### src/rtl/decoder_pkg.sv
// decoder_pkg: shared types and the reference decode rule for selector decoders.
// Contents: occupancy state enum, decode mode enum, dp_decode() returning {err, q}.
// dp_decode works on fixed maximum widths; callers zero-extend sel and slice q.
package decoder_pkg;

   typedef enum logic [1:0] {DP_EMPTY, DP_ONE, DP_TWO} dp_state_t;
   typedef enum logic {DP_ONEHOT, DP_THERM} dp_mode_t;

   // Largest decoder any caller may build; result is DP_MAX_OUT q bits plus err on top.
   localparam int unsigned DP_MAX_OUT = 256;
   localparam int unsigned DP_MAX_SEL = 16;

   // Returns {err, q}. Only the low 'outputs' bits of q are meaningful; the rest stay 0.
   // sel is compared as a 32-bit unsigned value, wide enough that out-of-range
   // selectors can never alias onto a valid index.
   function automatic logic [DP_MAX_OUT:0] dp_decode(
      input logic [DP_MAX_SEL-1:0] sel,
      input dp_mode_t              mode,
      input int unsigned           outputs
   );
      logic [DP_MAX_OUT:0] r;
      int unsigned         s;
      r = '0;
      s = 32'(sel);
      if (s >= outputs) begin
         r[DP_MAX_OUT] = 1'b1;
      end else begin
         for (int unsigned i = 0; i < DP_MAX_OUT; i++) begin
            if (i < outputs) begin
               r[i] = (mode == DP_THERM) ? (i <= s) : (i == s);
            end
         end
      end
      return r;
   endfunction

endpackage

### src/rtl/decoder_core.sv
// decoder_core: purely combinational selector decoder (one-hot or thermometer).
// Ports: sel_i selector, mode_i decode mode, q_o decoded vector, err_o selector >= OUTPUTS.
// Out-of-range selectors give q_o = 0 and err_o = 1 in either mode.
module decoder_core
   import decoder_pkg::*;
#(
   parameter  int unsigned OUTPUTS  = 8,
   localparam int unsigned SEL_BITS = $clog2(OUTPUTS)
) (
   input  logic [SEL_BITS-1:0] sel_i,
   input  dp_mode_t            mode_i,
   output logic [OUTPUTS-1:0]  q_o,
   output logic                err_o
);

   logic [DP_MAX_SEL-1:0] sel_ext;
   logic [DP_MAX_OUT:0]   dec_full;
   logic                  dec_unused;

   always_comb begin
      sel_ext                = '0;
      sel_ext[SEL_BITS-1:0]  = sel_i;
   end

   assign dec_full = dp_decode(sel_ext, mode_i, OUTPUTS);
   assign q_o      = dec_full[OUTPUTS-1:0];
   assign err_o    = dec_full[DP_MAX_OUT];

   // q bits above OUTPUTS are always zero by construction of dp_decode.
   assign dec_unused = ^dec_full[DP_MAX_OUT-1:OUTPUTS];

endmodule

### src/rtl/decoder_pipe.sv
// decoder_pipe: flow-controlled selector decoder with a 2-entry skid buffer.
// Ports: clk/rst_n (async active-low); in_valid/in_ready/in_sel/in_mode accept side;
//        out_valid/out_ready/out_q/out_err produce side; err_cnt only with DECODER_PIPE_ERR_CNT_EN.
// Latency 1 cycle when empty; in_ready is registered and never combinational on out_ready.
module decoder_pipe
   import decoder_pkg::*;
#(
   parameter  int unsigned OUTPUTS   = 8,
   parameter  int unsigned ERR_CNT_W = 8,
   localparam int unsigned SEL_BITS  = $clog2(OUTPUTS)
) (
   input  logic                 clk,
   input  logic                 rst_n,
   input  logic                 in_valid,
   output logic                 in_ready,
   input  logic [SEL_BITS-1:0]  in_sel,
   input  logic                 in_mode,
   output logic                 out_valid,
   input  logic                 out_ready,
   output logic [OUTPUTS-1:0]   out_q,
   output logic                 out_err
`ifdef DECODER_PIPE_ERR_CNT_EN
   ,
   output logic [ERR_CNT_W-1:0] err_cnt
`endif
);

   // Stored entries are {err, q}.
   dp_state_t            state_q, state_d;
   logic [OUTPUTS:0]     main_q, main_d;
   logic [OUTPUTS:0]     skid_q, skid_d;
   logic                 in_ready_q;
   logic [OUTPUTS-1:0]   dec_q;
   logic                 dec_err;
   logic                 in_xfer;
   logic                 out_xfer;

   decoder_core #(
      .OUTPUTS (OUTPUTS)
   ) u_core (
      .sel_i  (in_sel),
      .mode_i (dp_mode_t'(in_mode)),
      .q_o    (dec_q),
      .err_o  (dec_err)
   );

   assign in_xfer   = in_valid & in_ready_q;
   assign out_xfer  = out_valid & out_ready;
   assign out_valid = (state_q != DP_EMPTY);
   assign out_q     = main_q[OUTPUTS-1:0];
   assign out_err   = main_q[OUTPUTS];
   assign in_ready  = in_ready_q;

   // Decoded data is only captured on in_xfer, so an undriven in_sel while
   // in_valid is low never reaches the registers.
   always_comb begin
      state_d = state_q;
      main_d  = main_q;
      skid_d  = skid_q;
      unique case (state_q)
         DP_EMPTY: begin
            if (in_xfer) begin
               state_d = DP_ONE;
               main_d  = {dec_err, dec_q};
            end
         end
         DP_ONE: begin
            if (in_xfer && !out_xfer) begin
               state_d = DP_TWO;
               skid_d  = {dec_err, dec_q};
            end else if (in_xfer && out_xfer) begin
               main_d  = {dec_err, dec_q};
            end else if (out_xfer) begin
               state_d = DP_EMPTY;
            end
         end
         DP_TWO: begin
            // in_ready is low here, so only the drain case exists.
            if (out_xfer) begin
               state_d = DP_ONE;
               main_d  = skid_q;
            end
         end
         default: begin
            state_d = DP_EMPTY;
         end
      endcase
   end

   always_ff @(posedge clk or negedge rst_n) begin
      if (!rst_n) begin
         state_q    <= DP_EMPTY;
         main_q     <= '0;
         skid_q     <= '0;
         in_ready_q <= 1'b1;
      end else begin
         state_q    <= state_d;
         main_q     <= main_d;
         skid_q     <= skid_d;
         // Registered look-ahead: ready next cycle unless both slots will be full.
         in_ready_q <= (state_d != DP_TWO);
      end
   end

`ifdef DECODER_PIPE_ERR_CNT_EN
   logic [ERR_CNT_W-1:0] err_cnt_q, err_cnt_d;

   always_comb begin
      err_cnt_d = err_cnt_q;
      if (in_xfer && dec_err && (err_cnt_q != {ERR_CNT_W{1'b1}})) begin
         err_cnt_d = err_cnt_q + ERR_CNT_W'(1);
      end
   end

   always_ff @(posedge clk or negedge rst_n) begin
      if (!rst_n) begin
         err_cnt_q <= '0;
      end else begin
         err_cnt_q <= err_cnt_d;
      end
   end

   assign err_cnt = err_cnt_q;
`else
   localparam int unsigned ERR_CNT_W_UNUSED = ERR_CNT_W;
`endif

endmodule

### config.mk
export PLATFORM = sky130hd
export DESIGN_NAME = decoder_pipe
export DESIGN_NICKNAME = d
export VERILOG_FILES = /design/src/rtl/decoder_pkg.sv /design/src/rtl/decoder_core.sv /design/src/rtl/decoder_pipe.sv
export SDC_FILE = /design/constraint.sdc
export NUM_CORES = 1
export LEC_CHECK = 0
export BUFFER_PORTS_ARGS = -buffer_cell sky130_fd_sc_hd__clkbuf_2
export CELL_PAD_IN_SITES_DETAIL_PLACEMENT = 0
export CELL_PAD_IN_SITES_GLOBAL_PLACEMENT = 1
export CORE_ASPECT_RATIO = 1.4
export CORE_MARGIN = 4
export CORE_UTILIZATION = 39
export DETAILED_ROUTE_END_ITERATION = 10
export PLACE_DENSITY_LB_ADDON = 0.1
export SYNTH_ARGS = -nofsm -noshare
export SYNTH_HDL_FRONTEND = slang
export SYNTH_HIERARCHICAL = 1
export SYNTH_SLANG_ARGS = --single-unit
### constraint.sdc
create_clock -name clk -period 1.6 [get_ports clk]
set_clock_uncertainty 0.2 [all_clocks]
set_input_delay 0.32 -clock clk [delete_from_list [all_inputs] [get_ports clk]]
set_output_delay 0.32 -clock clk [all_outputs]
set_load 0.01 [all_outputs]
Word-level counts from Yosys, hierarchy flattened
Cells that the tools add are included.
{"block": "classes", "reduce_logical": 9, "n_eq_ne": 14, "n_lt_le_gt_ge": 8, "bitwise": 2, "n_mux": 21}
{"op": "9-bit 2-to-1 mux", "count": 4}
{"op": "9-bit one-hot mux with 3 select lines", "count": 1}
{"op": "16-bit logical NOT", "count": 1}
{"op": "3-bit equality test, first input constant", "count": 4}
{"op": "3-bit less-or-equal comparator, first input constant", "count": 4}
{"op": "2-bit 2-to-1 mux", "count": 5}
{"op": "2-bit inequality test, second input constant", "count": 5}
{"op": "1-bit 2-to-1 mux", "count": 9}
{"op": "8-bit 2-to-1 mux", "count": 1}
{"op": "2-bit by 3-bit equality test with 1-bit output, first input constant", "count": 2}
{"op": "2-bit by 3-bit less-or-equal comparator with 1-bit output, first input constant", "count": 2}
{"op": "2-bit one-hot mux with 3 select lines", "count": 1}
{"op": "5-bit AND reduction", "count": 1}
{"op": "3-bit by 4-bit greater-or-equal comparator with 1-bit output, second input constant", "count": 1}
{"op": "1-bit by 3-bit equality test with 1-bit output, first input constant", "count": 1}
{"op": "1-bit by 3-bit less-or-equal comparator with 1-bit output, first input constant", "count": 1}
{"op": "3-bit nonzero test", "count": 1}
{"op": "1-bit bitwise AND", "count": 2}
{"op": "2-bit by 1-bit equality test with 1-bit output, second input constant", "count": 1}
{"op": "2-bit equality test, second input constant", "count": 1}
{"op": "1-bit logical AND", "count": 2}
{"op": "2-bit logical NOT", "count": 1}
{"op": "2-bit AND reduction", "count": 1}
{"op": "2-bit nonzero test", "count": 1}
{"op": "1-bit logical NOT", "count": 1}
{"block": "word_totals", "output_inout_bits": 11, "ff_bits": 21}

Depth between registers and ports, before layout
{"block": "logic_depth", "depth_word": 7, "depth_mapped": 5, "mapped_depth_nobuf": 4}

Cells and area by module
The synthesis kept the hierarchy.
{"mod": "decoder_pipe", "cells_each": 66, "area_per_inst_um2": 974.7, "seq_area_each_um2": 526.8, "n_inst": 1}
{"mod": "decoder_core", "cells_each": 20, "area_per_inst_um2": 138.9, "seq_area_each_um2": 0.0, "n_inst": 1}

Worst setup path after synthesis
Ideal clock, no wire load.
{"block": "synth_path", "path_type": "reg-to-reg", "startpoint": "register in_ready_q, in the netlist in_ready", "endpoint": "register skid_q[0]", "setup_time_ns": 0.125, "path_buffers": 1, "t_required_ns": 1.275, "synth_period_minus_slack_ns": 1.628, "t_arrival_ns": 1.303, "path_stages_with_launch": 5, "slack_ns": -0.028, "cell_sequence": "dfstp_2 nand3b_4 nor3b_2 buf_6 mux2_4"}
{"block": "synth_between", "elab_chain_len": 3}
{"element": "start, declared", "line": "decoder_pipe.sv:32", "rtl": "logic in_ready_q;"}
{"element": "start signal, assigned", "line": "decoder_pipe.sv:101", "rtl": "in_ready_q <= (state_d != DP_TWO);"}
{"element": "1-bit bitwise AND", "line": "decoder_pipe.sv:47", "rtl": "assign in_xfer = in_valid & in_ready_q;"}
{"element": "1-bit logical AND", "line": "decoder_pipe.sv:68", "rtl": "if (in_xfer && !out_xfer) begin"}
{"element": "2-bit AND reduction (no line)"}
{"element": "end signal, assigned", "line": "decoder_pipe.sv:99", "rtl": "skid_q <= skid_d;"}
{"element": "end, declared", "line": "decoder_pipe.sv:31", "rtl": "logic [OUTPUTS:0] skid_q, skid_d;"}
Every way passes these cells.
A chain may end at the register's enable or synchronous reset.

Final worst setup path
{"block": "layout_path", "startpoint": "register state_q[0]", "endpoint": "output port out_valid"}
{"block": "layout_between", "elab_chain_len": 1}
{"element": "start, declared", "line": "decoder_pipe.sv:29", "rtl": "dp_state_t state_q, state_d;"}
{"element": "start signal, assigned", "line": "decoder_pipe.sv:97", "rtl": "state_q <= state_d;"}
{"element": "2-bit nonzero test", "line": "decoder_pipe.sv:49", "rtl": "assign out_valid = (state_q != DP_EMPTY);"}
{"element": "end, declared", "line": "decoder_pipe.sv:18", "rtl": "output logic out_valid,"}
Every way passes these cells.

==> results.tsv <==
stage	metric	value	unit
clock_tree	htreeDepth	1	
setup_path	timing.rr.start	in_ready	
yosys	synth_top_family_by_area	compound AO/OA/AOI/OAI gates	
clock_tree	cts_buffer_depth	2	
setup_path	path_cells	buf_6, or2_1, clkbuf_2	
yosys	synth_xor_area_frac	0	
setup_path	cp.arrival	1160	ps
yosys	synthArstFlopShare	1.000	
floorplanning	fp-row-count	22	
sta	worstMarginPinSlew	502.9	ps
setup_path	path_max_fanout	2	
detailed_routing	totalWireLength	2.264	mm
yosys	syn_area_per_cell	12.95	um^2
sta	max_slew_margin	0.6647	
worst_hold_path	hold_start	in_valid	
setup_path	crit_end	out_valid	
setup_path	required	1080	ps
setup_path	slowest_stage	dfrtp_1	
floorplanning	start_util	0.4171	
yosys	syn_inst	86	
sta	fin_crit_sh	1.052	
yosys	synth_simple_gate_area_frac	0.1090	
setup_path	endpoint_kind	primary output	
final_layout	drive_above_1_share	0.4959	
clock_tree	cts_made_buffers	3	
final_layout	final_nets	132	
place	place_inst	147	
sta	timing.final.crit_period	1682	ps
floorplanning	fp.dieW	53.16	um
detailed_routing	routed_via_density	4.981	
yosys	synthMuxAreaShare	0.1528	
setup_path	max_stage_delay	400	ps
place	post-place-ws	-278.5	ps
final_layout	finalNonFillerCells	159	
detailed_routing	drc	0	
clock_tree	insertion_delay	300	ps
yosys	synth-seq-cells	21	
floorplanning	boundaryPins	19	
yosys	seq_area_frac_synth	0.4730	
clock_tree	clk_pin_slew_worst_paths	120	ps
setup_path	r2r_slack	-70	ps
status	outcome	finished with violations	
floorplanning	die-area	0.003786	mm^2
grt	grt_max_degree	22	
setup_path	startpoint_type	register	
final_layout	area_growth	30.11	%
floorplanning	core	0.002670	mm^2
status	violations	negative setup slack	
detailed_routing	drt-pass1-iter-count	4	
sta	finalHoldViolations	0	
pwr	leakagePower	0.6669	nW
sta	setup_ws	-82.50	ps
grt	grt_pass1_vias	844	
detailed_routing	routedWlPerCell	14.24	um
job	drv_cap	0	
yosys	synth_area	0.001114	mm^2
sta	finalSetupViolCount	10	
yosys	synth_warnings	6	
worst_hold_path	hp-class	in -> reg	
yosys	synth_cell_types	29	
clock_tree	cts_root_buf	clkbuf_4	
grt	grt_pass1_wl	3.774	mm
final_layout	diodes	0	
yosys	synth-compound-area-share	0.2045	
yosys	synth_ff_type	dfrtp_1	
setup_path	r2r_cells	4	
grt	antenna_found_initial	0	
pwr	ir_worst_vdd	757.2	uV
setup_path	startpoint	state_q[0]	
pwr	cellPowerDensity	1521	mW/mm^2
grt	overflow	0	
setup_path	worstSetupPathType	reg -> out	
final_layout	finalCoreUtilization	0.5426	
detailed_routing	vias	792	
yosys	synthAdderAreaFrac	0	
grt	gr-usage-all-layers	0.1322	
floorplanning	chipHeight	71.23	um
sta	fmax	0.5944	GHz
setup_path	r2r_end	skid_q[8]	
clock_tree	cts.sinks	21	
place	gp_congestion	0.7030	
clock_tree	cts_tree	done	
sta	slew_violations	0	
detailed_routing	ant_nets	0	
detailed_routing	drtIter0Drc	13	
sta	rsz0062_at_grt	yes	
place	portBuffers	18	
yosys	synth-edff-count	0	
yosys	syn_nets	94	
[cell usage after synthesis (2+ instances only)]
cell / n / area share
o21a_1: 10 / 0.067
dfrtp_1: 20 / 0.45
a21o_1: 2 / 0.013
o32a_1: 9 / 0.081
nor2b_1: 2 / 0.011
buf_4: 3 / 0.020
or2_1: 2 / 0.011
mux2i_1: 2 / 0.018
mux2_4: 10 / 0.13
buf_6: 3 / 0.030
nand2_1: 5 / 0.017
[routing by layer]
layer	part of all wire	track usage
met2	0.50	0.2113
met4	0.0093	0.05966
met3	0.040	0.02287
met1	0.45	0.1715
met5	0	0
[kinds of logic after synthesis]
| group | Yosys count |
|---|---|
| simple gates | 17 |
| compound gates | 27 |
| other cells | 1 |
| mux | 12 |
| buf+inv | 8 |
| flops | 21 |
[worst min-delay path by stage]
stage,to,slack (ps),cells past startpoint
6_report,in_ready,220,3
5_1_grt,in_ready,230,3
4_1_cts,in_ready,210,3
3_5_place_dp,skid_q[8],120,1
3_3_place_gp,state_q[1],110,1
2_1_floorplan,main_q[0],-180,0
[timing repair]
action                                 4_1_cts  5_1_grt
gates cloned                                 0        2
setup endpoints to repair                   21       20
pin swaps                                    1        9
gates resized for setup                      5       11
hold buffers                                 1        0
endpoints found under the hold margin       20        0
setup buffers                                4        1
[worst max-delay path: cells and delay by family (launching register included)]
kind | cells | cell delay [ps]
and+or+nand+nor | 1 | 220
buffers and inverters | 2 | 250
DFF | 1 | 400
[where the power goes]
group | total (W) | switching, W | internal (W)
clock network | 0.000250 | 0.000156 | 0.0000931
logic | 0.00104 | 0.000422 | 0.000623
registers | 0.000910 | 0.000133 | 0.000777
total | 0.00220 | 0.000711 | 0.00149
[final cells by class]
cell class | instances | area (um^2)
Inverter | 2 | 7.507
Tap cell | 36 | 45.04
Multi-Input combinational cell | 59 | 566.8
Clock inverter | 1 | 5.005
Fill cell | 255 | 1221
Clock buffer | 3 | 22.52
Timing Repair Buffer | 37 | 275.3
Sequential cell | 21 | 526.8
[stage by stage]
stage | hold WS [ps] | power (W) | TNS, ps | cell area (um^2)
6_report | 218.1 | 0.002204 | -696.5 | 1449
5_1_grt | 229.8 | 0.002357 | -1102 | 1449
4_1_cts | 214.9 | 0.002129 | -692.3 | 1376
3_5_place_dp | 119.3 | 0.001804 | -2784 | 1290
3_3_place_gp | 113.7 | 0.001792 | -2944 | 1290
2_1_floorplan | -175.6 | 0.001506 | -260.7 | 1114
[state kept, by name, summed over array words and instances, names as in the netlist]
| name | cells |
|---|---|
| in_ready | 1 |
| main_q | 9 |
| skid_q | 9 |
| state_q | 2 |
[cell usage in the layout (no fill, tap or decap), drive strengths merged]
cell | synthesis | routed
o32a | 9 | 9
nand2b | 1 | 1
mux2 | 10 | 10
nor2b | 2 | 3
o31ai | 1 | 1
nor2 | 2 | 2
nand2 | 5 | 5
nor3b | 1 | 1
buf | 6 | 19
conb | 1 | 1
nand4b | 1 | 1
dfstp | 1 | 1
a21o | 2 | 2
inv | 2 | 2
o21ai | 3 | 4
and3 | 1 | 1
mux2i | 2 | 2
or2 | 2 | 2
dfrtp | 20 | 20
dlygate4sd3 | 0 | 1
nand3b | 2 | 2
clkbuf | 0 | 20
o21a | 10 | 10
a21oi | 2 | 2
clkinv | 0 | 1
Power figures use the tool's default switching activity.
